[src/rtl/trig_pkg.sv]
// Shared definitions for the DAQ trigger responder: state encoding and default widths.
package trig_pkg;

   localparam int unsigned MISSED_W       = 8;
   localparam int unsigned SAMP_W_DEFAULT = 10;
   localparam int unsigned HOLD_W_DEFAULT = 8;

   typedef enum logic [1:0] {
      StIdle = 2'd0,
      StAcq  = 2'd1,
      StRead = 2'd2,
      StHold = 2'd3
   } daq_state_e;

endpackage

[src/rtl/sat_ctr.sv]
// Saturating up-counter with synchronous clear; holds at all-ones.
module sat_ctr #(
   parameter int unsigned WIDTH = 8
) (
   input  logic             clk,
   input  logic             rst_b,
   input  logic             inc,
   input  logic             clr,
   output logic [WIDTH-1:0] count
);

   logic [WIDTH-1:0] count_d, count_q;

   always_comb begin
      count_d = count_q;
      if (clr) begin
         count_d = '0;
      end else if (inc && (count_q != '1)) begin
         count_d = count_q + WIDTH'(1);
      end
   end

   always_ff @(posedge clk or negedge rst_b) begin
      if (!rst_b) begin
         count_q <= '0;
      end else begin
         count_q <= count_d;
      end
   end

   assign count = count_q;

endmodule

[src/rtl/daq_trig_responder.sv]
// Trigger responder: accepts a trigger, fills the sample buffer, then requests readout.
// Define DAQ_HOLDOFF_EN to build in the HOLD state, the holdoff_len port and its counter.
module daq_trig_responder
   import trig_pkg::*;
#(
   parameter int unsigned SAMP_W = SAMP_W_DEFAULT,
   parameter int unsigned HOLD_W = HOLD_W_DEFAULT
) (
   input  logic                clk,
   input  logic                rst_b,
   input  logic                trig_in,
   input  logic                trig_strb_in,
   input  logic                run,
   input  logic [SAMP_W-1:0]   acq_len,
   input  logic                rd_done,
`ifdef DAQ_HOLDOFF_EN
   input  logic [HOLD_W-1:0]   holdoff_len,
`endif
   output logic                trig_rdy,
   output logic                acq_en,
   output logic [SAMP_W-1:0]   samp_addr,
   output logic                rd_req,
   output logic                strb_flag,
   output logic [MISSED_W-1:0] missed_ctr,
   output logic [1:0]          state
);

   if (SAMP_W < 1 || HOLD_W < 1) begin : g_bad_width
      $error("daq_trig_responder: SAMP_W and HOLD_W must be at least 1");
   end

   daq_state_e        state_d, state_q;
   logic              trig_rdy_d, trig_rdy_q;
   logic              acq_en_d, acq_en_q;
   logic [SAMP_W-1:0] samp_addr_d, samp_addr_q;
   logic [SAMP_W-1:0] last_d, last_q;
   logic              rd_req_d, rd_req_q;
   logic              strb_d, strb_q;
`ifdef DAQ_HOLDOFF_EN
   logic [HOLD_W-1:0] hold_d, hold_q;
`endif
   logic              miss_inc;

   // Any trigger the FSM cannot accept while enabled counts as missed.
   assign miss_inc = run && trig_in && (state_q != StIdle);

   always_comb begin
      state_d     = state_q;
      acq_en_d    = acq_en_q;
      samp_addr_d = samp_addr_q;
      last_d      = last_q;
      rd_req_d    = rd_req_q;
      strb_d      = strb_q;
`ifdef DAQ_HOLDOFF_EN
      hold_d      = hold_q;
`endif
      if (!run) begin
         state_d     = StIdle;
         acq_en_d    = 1'b0;
         rd_req_d    = 1'b0;
         samp_addr_d = '0;
      end else begin
         case (state_q)
            StIdle: begin
               if (trig_in) begin
                  state_d     = StAcq;
                  acq_en_d    = 1'b1;
                  samp_addr_d = '0;
                  strb_d      = trig_strb_in;
                  // Length is frozen here; zero behaves as a single sample.
                  last_d      = (acq_len == '0) ? '0 : acq_len - SAMP_W'(1);
               end
            end
            StAcq: begin
               if (acq_en_q) begin
                  if (samp_addr_q == last_q) begin
                     state_d     = StRead;
                     acq_en_d    = 1'b0;
                     samp_addr_d = '0;
                     rd_req_d    = 1'b1;
                  end else begin
                     samp_addr_d = samp_addr_q + SAMP_W'(1);
                  end
               end
            end
            StRead: begin
               if (rd_done) begin
                  rd_req_d = 1'b0;
`ifdef DAQ_HOLDOFF_EN
                  state_d  = StHold;
                  hold_d   = (holdoff_len == '0) ? '0 : holdoff_len - HOLD_W'(1);
`else
                  state_d  = StIdle;
`endif
               end
            end
`ifdef DAQ_HOLDOFF_EN
            StHold: begin
               if (hold_q == '0) begin
                  state_d = StIdle;
               end else begin
                  hold_d = hold_q - HOLD_W'(1);
               end
            end
`endif
            default: begin
               state_d = StIdle;
            end
         endcase
      end
      // Registered from the next state so an accepted trigger drops it on the same edge.
      trig_rdy_d = (state_d == StIdle) && run;
   end

   always_ff @(posedge clk or negedge rst_b) begin
      if (!rst_b) begin
         state_q     <= StIdle;
         trig_rdy_q  <= 1'b0;
         acq_en_q    <= 1'b0;
         samp_addr_q <= '0;
         last_q      <= '0;
         rd_req_q    <= 1'b0;
         strb_q      <= 1'b0;
`ifdef DAQ_HOLDOFF_EN
         hold_q      <= '0;
`endif
      end else begin
         state_q     <= state_d;
         trig_rdy_q  <= trig_rdy_d;
         acq_en_q    <= acq_en_d;
         samp_addr_q <= samp_addr_d;
         last_q      <= last_d;
         rd_req_q    <= rd_req_d;
         strb_q      <= strb_d;
`ifdef DAQ_HOLDOFF_EN
         hold_q      <= hold_d;
`endif
      end
   end

   sat_ctr #(
      .WIDTH (MISSED_W)
   ) u_missed_ctr (
      .clk   (clk),
      .rst_b (rst_b),
      .inc   (miss_inc),
      .clr   (1'b0),
      .count (missed_ctr)
   );

   assign trig_rdy  = trig_rdy_q;
   assign acq_en    = acq_en_q;
   assign samp_addr = samp_addr_q;
   assign rd_req    = rd_req_q;
   assign strb_flag = strb_q;
   assign state     = state_q;

endmodule

[config.mk]
export PLATFORM = sky130hd
export DESIGN_NAME = daq_trig_responder
export DESIGN_NICKNAME = d
export VERILOG_FILES = /design/src/rtl/trig_pkg.sv /design/src/rtl/sat_ctr.sv /design/src/rtl/daq_trig_responder.sv
export SDC_FILE = /design/constraint.sdc
export NUM_CORES = 1
export LEC_CHECK = 0
export ABC_AREA = 1
export BUFFER_PORTS_ARGS = -buffer_cell sky130_fd_sc_hd__buf_2
export CORE_ASPECT_RATIO = 0.75
export CORE_UTILIZATION = 54
export CTS_CLUSTER_SIZE = 12
export DETAILED_ROUTE_END_ITERATION = 16
export PLACE_DENSITY_LB_ADDON = 0.15
export SYNTH_ARGS = -nofsm -noshare
export SYNTH_HDL_FRONTEND = slang
export SYNTH_SLANG_ARGS = --single-unit
[constraint.sdc]
create_clock -name clk -period 2.1 [get_ports clk]
set_clock_uncertainty 0.1 [all_clocks]
set_input_delay 0.105 -clock clk [delete_from_list [all_inputs] [get_ports clk]]
set_output_delay 0.105 -clock clk [all_outputs]
set_load 0.02 [all_outputs]
==> flow_summary.html <==
<table>
<tr><th>Metric</th><th>Value</th></tr>
<tr><th colspan="2">Drt</th></tr>
<tr><td>Number of detailed-route iterations in the first pass</td><td>4</td></tr>
<tr><td>Routed vias/inst</td><td>5.19</td></tr>
<tr><td>Number of nets with antenna violations after routing</td><td>0</td></tr>
<tr><td>Violation count after the first detailed-route iteration</td><td>133</td></tr>
<tr><td>Routed vias</td><td>1640</td></tr>
<tr><td>Total Wirelength</td><td>4.01 mm</td></tr>
<tr><td>Residual DRC</td><td>0</td></tr>
<tr><td>Average routed wire per standard cell</td><td>12.7 um</td></tr>
<tr><th colspan="2">Finish</th></tr>
<tr><td>Core Util, Final</td><td>71.1%</td></tr>
<tr><td>Layout overhead on the synthesized area</td><td>19.5%</td></tr>
<tr><td>Antenna Diode Count</td><td>0</td></tr>
<tr><td>Net count of the finished layout</td><td>298</td></tr>
<tr><td>Layout cell share with drive strength beyond 1</td><td>20.1%</td></tr>
<tr><th colspan="2">GRT</th></tr>
<tr><td>Wire length of the first global-routing pass</td><td>6.78 mm</td></tr>
<tr><td>GRT Util Overall</td><td>24.5%</td></tr>
<tr><td>Pin count of the biggest net entering global routing</td><td>35</td></tr>
<tr><td>GR Overflow Total</td><td>0</td></tr>
<tr><td>Antenna violations before repair</td><td>0</td></tr>
<tr><td>Number of global-route vias before repair</td><td>1545</td></tr>
<tr><th colspan="2">STA</th></tr>
<tr><td>Final Hold Slack</td><td>0.0138 ns</td></tr>
<tr><td>Headroom to the max-slew limit</td><td>50.8%</td></tr>
<tr><td>Setup repair after global routing missed its margin</td><td>no</td></tr>
<tr><td>Clock period minus worst slack</td><td>1.92 ns</td></tr>
<tr><td>Final worst-path cycle share</td><td>91.5%</td></tr>
<tr><td>Final setup viols</td><td>0</td></tr>
<tr><td>Count of pins over their slew limit</td><td>0</td></tr>
<tr><td>Transition time at the pin with the least slew margin</td><td>0.738 ns</td></tr>
<tr><td>Hold violation total from the final report</td><td>0</td></tr>
<tr><td>Achievable Freq</td><td>520 MHz</td></tr>
<tr><td>Setup TNS</td><td>0 ns</td></tr>
<tr><th colspan="2">Die</th></tr>
<tr><td>Core Box Area</td><td>3110 um^2</td></tr>
<tr><td>Boundary pin count</td><td>40</td></tr>
<tr><td>Floorplan die height</td><td>52.7 um</td></tr>
<tr><td>Number of placement rows</td><td>17</td></tr>
<tr><td>DIE AREA</td><td>3660 um^2</td></tr>
<tr><td>Starting density of the core</td><td>59.5%</td></tr>
<tr><td>Die W</td><td>69.6 um</td></tr>
<tr><th colspan="2">Clock network</th></tr>
<tr><td>Post-CTS Repair Setup Buffers</td><td>0</td></tr>
<tr><td>CTS HTree Levels</td><td>2</td></tr>
<tr><td>Clk Latency, worst-skew pair</td><td>0.28 ns</td></tr>
<tr><td>Clock root buffer master</td><td>sky130_fd_sc_hd__clkbuf_8</td></tr>
<tr><td>Buffer depth of the longest clock path</td><td>2</td></tr>
<tr><td>CTS tree</td><td>done</td></tr>
<tr><td>CTS clock-pin slew for the worst setup and hold paths</td><td>0.07 ns</td></tr>
<tr><td>Number of buffers created by CTS</td><td>5</td></tr>
<tr><td>Clock Sink Count</td><td>34</td></tr>
<tr><th colspan="2">Synth</th></tr>
<tr><td>Most numerous cell in the Yosys netlist</td><td>sky130_fd_sc_hd__nand2_1</td></tr>
<tr><td>Number of enable-type register cells in the synthesized netlist</td><td>0</td></tr>
<tr><td>Complex-gate fraction of the synthesized area</td><td>7.45%</td></tr>
<tr><td>Leading cell types by total area after synthesis</td><td>sky130_fd_sc_hd__dfrtp_1 (46%), sky130_fd_sc_hd__nand2_1 (12%), sky130_fd_sc_hd__nor2_1 (6.3%), sky130_fd_sc_hd__xor2_1 (5.7%), sky130_fd_sc_hd__inv_1 (5.5%)</td></tr>
<tr><td>Count of mapped cells out of synthesis</td><td>230</td></tr>
<tr><td>Sequential-to-total area share from yosys stat</td><td>46.0%</td></tr>
<tr><td>Leading register cell type out of synthesis</td><td>sky130_fd_sc_hd__dfrtp_1</td></tr>
<tr><td>Top post-synthesis cells by count</td><td>sky130_fd_sc_hd__nand2_1 (59), sky130_fd_sc_hd__dfrtp_1 (34), sky130_fd_sc_hd__nor2_1 (31)</td></tr>
<tr><td>Post-synth top area cell</td><td>sky130_fd_sc_hd__dfrtp_1</td></tr>
<tr><td>Avg Inst Size Synth</td><td>8.03 um^2</td></tr>
<tr><td>Yosys warning total</td><td>0</td></tr>
<tr><td>Count of different cell masters after synthesis</td><td>23</td></tr>
<tr><td>Multiplexer fraction of the synthesized cell area</td><td>1.22%</td></tr>
<tr><td>Post-synthesis adder-cell area fraction</td><td>2.03%</td></tr>
<tr><td>Number of nets produced by synthesis</td><td>249</td></tr>
<tr><td>FFs w/ async S/R, synth</td><td>100%</td></tr>
<tr><td>Synthesized-area fraction occupied by xor and xnor cells</td><td>10.4%</td></tr>
<tr><td>Simple-gate portion of the synthesized area</td><td>26.9%</td></tr>
<tr><td>Synthesis-stage register bit count</td><td>34</td></tr>
<tr><td>Synthesized area</td><td>1850 um^2</td></tr>
<tr><td>Yosys top cell area share</td><td>46.0%</td></tr>
<tr><td>Main combinational cell family by area after synthesis</td><td>simple AND/OR/NAND/NOR gates</td></tr>
<tr><th colspan="2">Min path</th></tr>
<tr><td>Class of the worst hold path</td><td>input port to register</td></tr>
<tr><td>Depth of the worst hold-timing path</td><td>4</td></tr>
<tr><th colspan="2">Power and ir drop</th></tr>
<tr><td>Maximum resistive drop on vdd</td><td>576 uV</td></tr>
<tr><td>Leakage</td><td>1.14 nW</td></tr>
<tr><td>PD cells</td><td>752 nW/um^2</td></tr>
<tr><th colspan="2">Flow run</th></tr>
<tr><td>Number of maximum-capacitance constraint violations</td><td>0</td></tr>
<tr><th colspan="2">Worst setup path</th></tr>
<tr><td>Critical Path Start Type</td><td>input port</td></tr>
<tr><td>Arrival time of the worst setup path</td><td>1.97 ns</td></tr>
<tr><td>Kind of end point of the critical path</td><td>register</td></tr>
<tr><td>Worst path required time</td><td>2.15 ns</td></tr>
<tr><td>Depth of the worst register-to-register path</td><td>4</td></tr>
<tr><td>CP Max Fanout</td><td>10</td></tr>
<tr><td>Class of the most critical setup path</td><td>input port to register</td></tr>
<tr><th colspan="2">Place</th></tr>
<tr><td>HPWL Detailed</td><td>3.11 mm</td></tr>
<tr><td>Buffers on Ports</td><td>39</td></tr>
<tr><td>RD Place Congestion</td><td>0.855</td></tr>
<tr><th colspan="2">Status</th></tr>
<tr><td>Outcome</td><td>complete, no violations</td></tr>
</table>
[kinds of logic (layout without fill, tap and decap cells)]
group	after synthesis	count (layout)
simple gates	118	118
xor+xnor	22	22
buf+inv	29	77
mux	2	2
compound gates	22	22
flops	34	34
fa+ha+maj	3	3
[placed cells by master, fill, tap and decap left out, types with 2 or more instances in the layout]
cell type                       netlist  layout
sky130_fd_sc_hd__o21ai_1              6       6
sky130_fd_sc_hd__inv_1               27      27
sky130_fd_sc_hd__nor2_1              31      31
sky130_fd_sc_hd__xor2_1              12      12
sky130_fd_sc_hd__nor3_1               4       4
sky130_fd_sc_hd__ha_1                 3       3
sky130_fd_sc_hd__dlygate4sd3_1        0       3
sky130_fd_sc_hd__nor2_2               4       4
sky130_fd_sc_hd__a21oi_1              3       3
sky130_fd_sc_hd__clkbuf_8             0       6
sky130_fd_sc_hd__nand3_1              9       9
sky130_fd_sc_hd__o21ai_0              4       4
sky130_fd_sc_hd__inv_2                2       2
sky130_fd_sc_hd__or2_0                2       2
sky130_fd_sc_hd__nand4_1              6       6
sky130_fd_sc_hd__dfrtp_1             34      34
sky130_fd_sc_hd__nand2_1             59      59
sky130_fd_sc_hd__o22ai_1              5       5
sky130_fd_sc_hd__xnor2_1             10      10
sky130_fd_sc_hd__buf_2                0      39
sky130_fd_sc_hd__a31oi_1              2       2
sky130_fd_sc_hd__mux2_2               2       2
[repair_timing]
item                                    4_1_cts  5_1_grt
hold endpoints to repair                     36        0
endpoints found under the setup margin        0        7
hold buffers                                  3        0
gates resized for setup                       0        1
[through the flow]
| step | instance area, um^2 | std cells | total power [mW] | setup slack (ns) |
|---|---|---|---|---|
| after global placement | 2090 | 307 | 1.19 | 0.385 |
| after floorplan | 1850 | 230 | 1.07 | 0.362 |
| after detailed placement | 2090 | 307 | 1.20 | 0.372 |
| after CTS | 2200 | 316 | 1.67 | 0.172 |
| after global routing | 2210 | 316 | 1.75 | 0.0171 |
| final | 2210 | 316 | 1.66 | 0.178 |
[routing by layer]
metal / track usage (%) / up-vias / wire, um
met2: 38.2 / 44 / 1690
met5: 0 / - / 0
li1: - / 826 / -
met1: 33.2 / 763 / 2050
met4: 9.18 / 0 / 38
met3: 5.96 / 7 / 233
[state kept, by name, summed over array words and instances (netlist names)]
| name | flops |
|---|---|
| last_q | 10 |
| samp_addr | 10 |
| u_missed_ctr.count | 8 |
| state | 2 |
| acq_en | 1 |
| rd_req | 1 |
| strb_flag | 1 |
| trig_rdy | 1 |
[final timing paths]
check / from / end / slack [ns]
setup / recovery: acq_len[0] / last_q[2] / 0.18
setup reg to reg: u_missed_ctr.count[0] / u_missed_ctr.count[1] / 0.36
min in group asynchronous: rst_b / last_q[0] / 0.33
hold reg to reg: rd_req / rd_req / 0.39
hold / removal: rd_done / state[1] / 0.01
max in group asynchronous: rst_b / state[1] / 1.09
[final cells by class]
cell class | count | area, um^2
Clock buffer | 6 | 82.6
Inverter | 29 | 109
Timing Repair Buffer | 42 | 225
Multi-Input combinational cell | 167 | 893
Fill cell | 265 | 897
Sequential cell | 34 | 851
Tap cell | 38 | 47.5
[power breakdown]
part	switching, mW	total, mW	internal [mW]	leakage, nW
sequential	0.0767	0.813	0.737	0.448
clock	0.212	0.465	0.252	0.0431
combinational	0.233	0.383	0.149	0.651
total	0.522	1.66	1.14	1.14
[critical path, stage by stage]
cell and delay [ns]:
sky130_fd_sc_hd__dlygate4sd3_1 0.53, sky130_fd_sc_hd__buf_2 0.13, sky130_fd_sc_hd__inv_1 0.12, sky130_fd_sc_hd__ha_1 0.22
sky130_fd_sc_hd__nand2_1 0.12, sky130_fd_sc_hd__nor2_2 0.15, sky130_fd_sc_hd__nand2_1 0.08, sky130_fd_sc_hd__nor2_2 0.11
sky130_fd_sc_hd__nand3b_1 0.16, sky130_fd_sc_hd__nand2_4 0.16, sky130_fd_sc_hd__o22ai_1 0.09
Power figures use the tool's default switching activity.
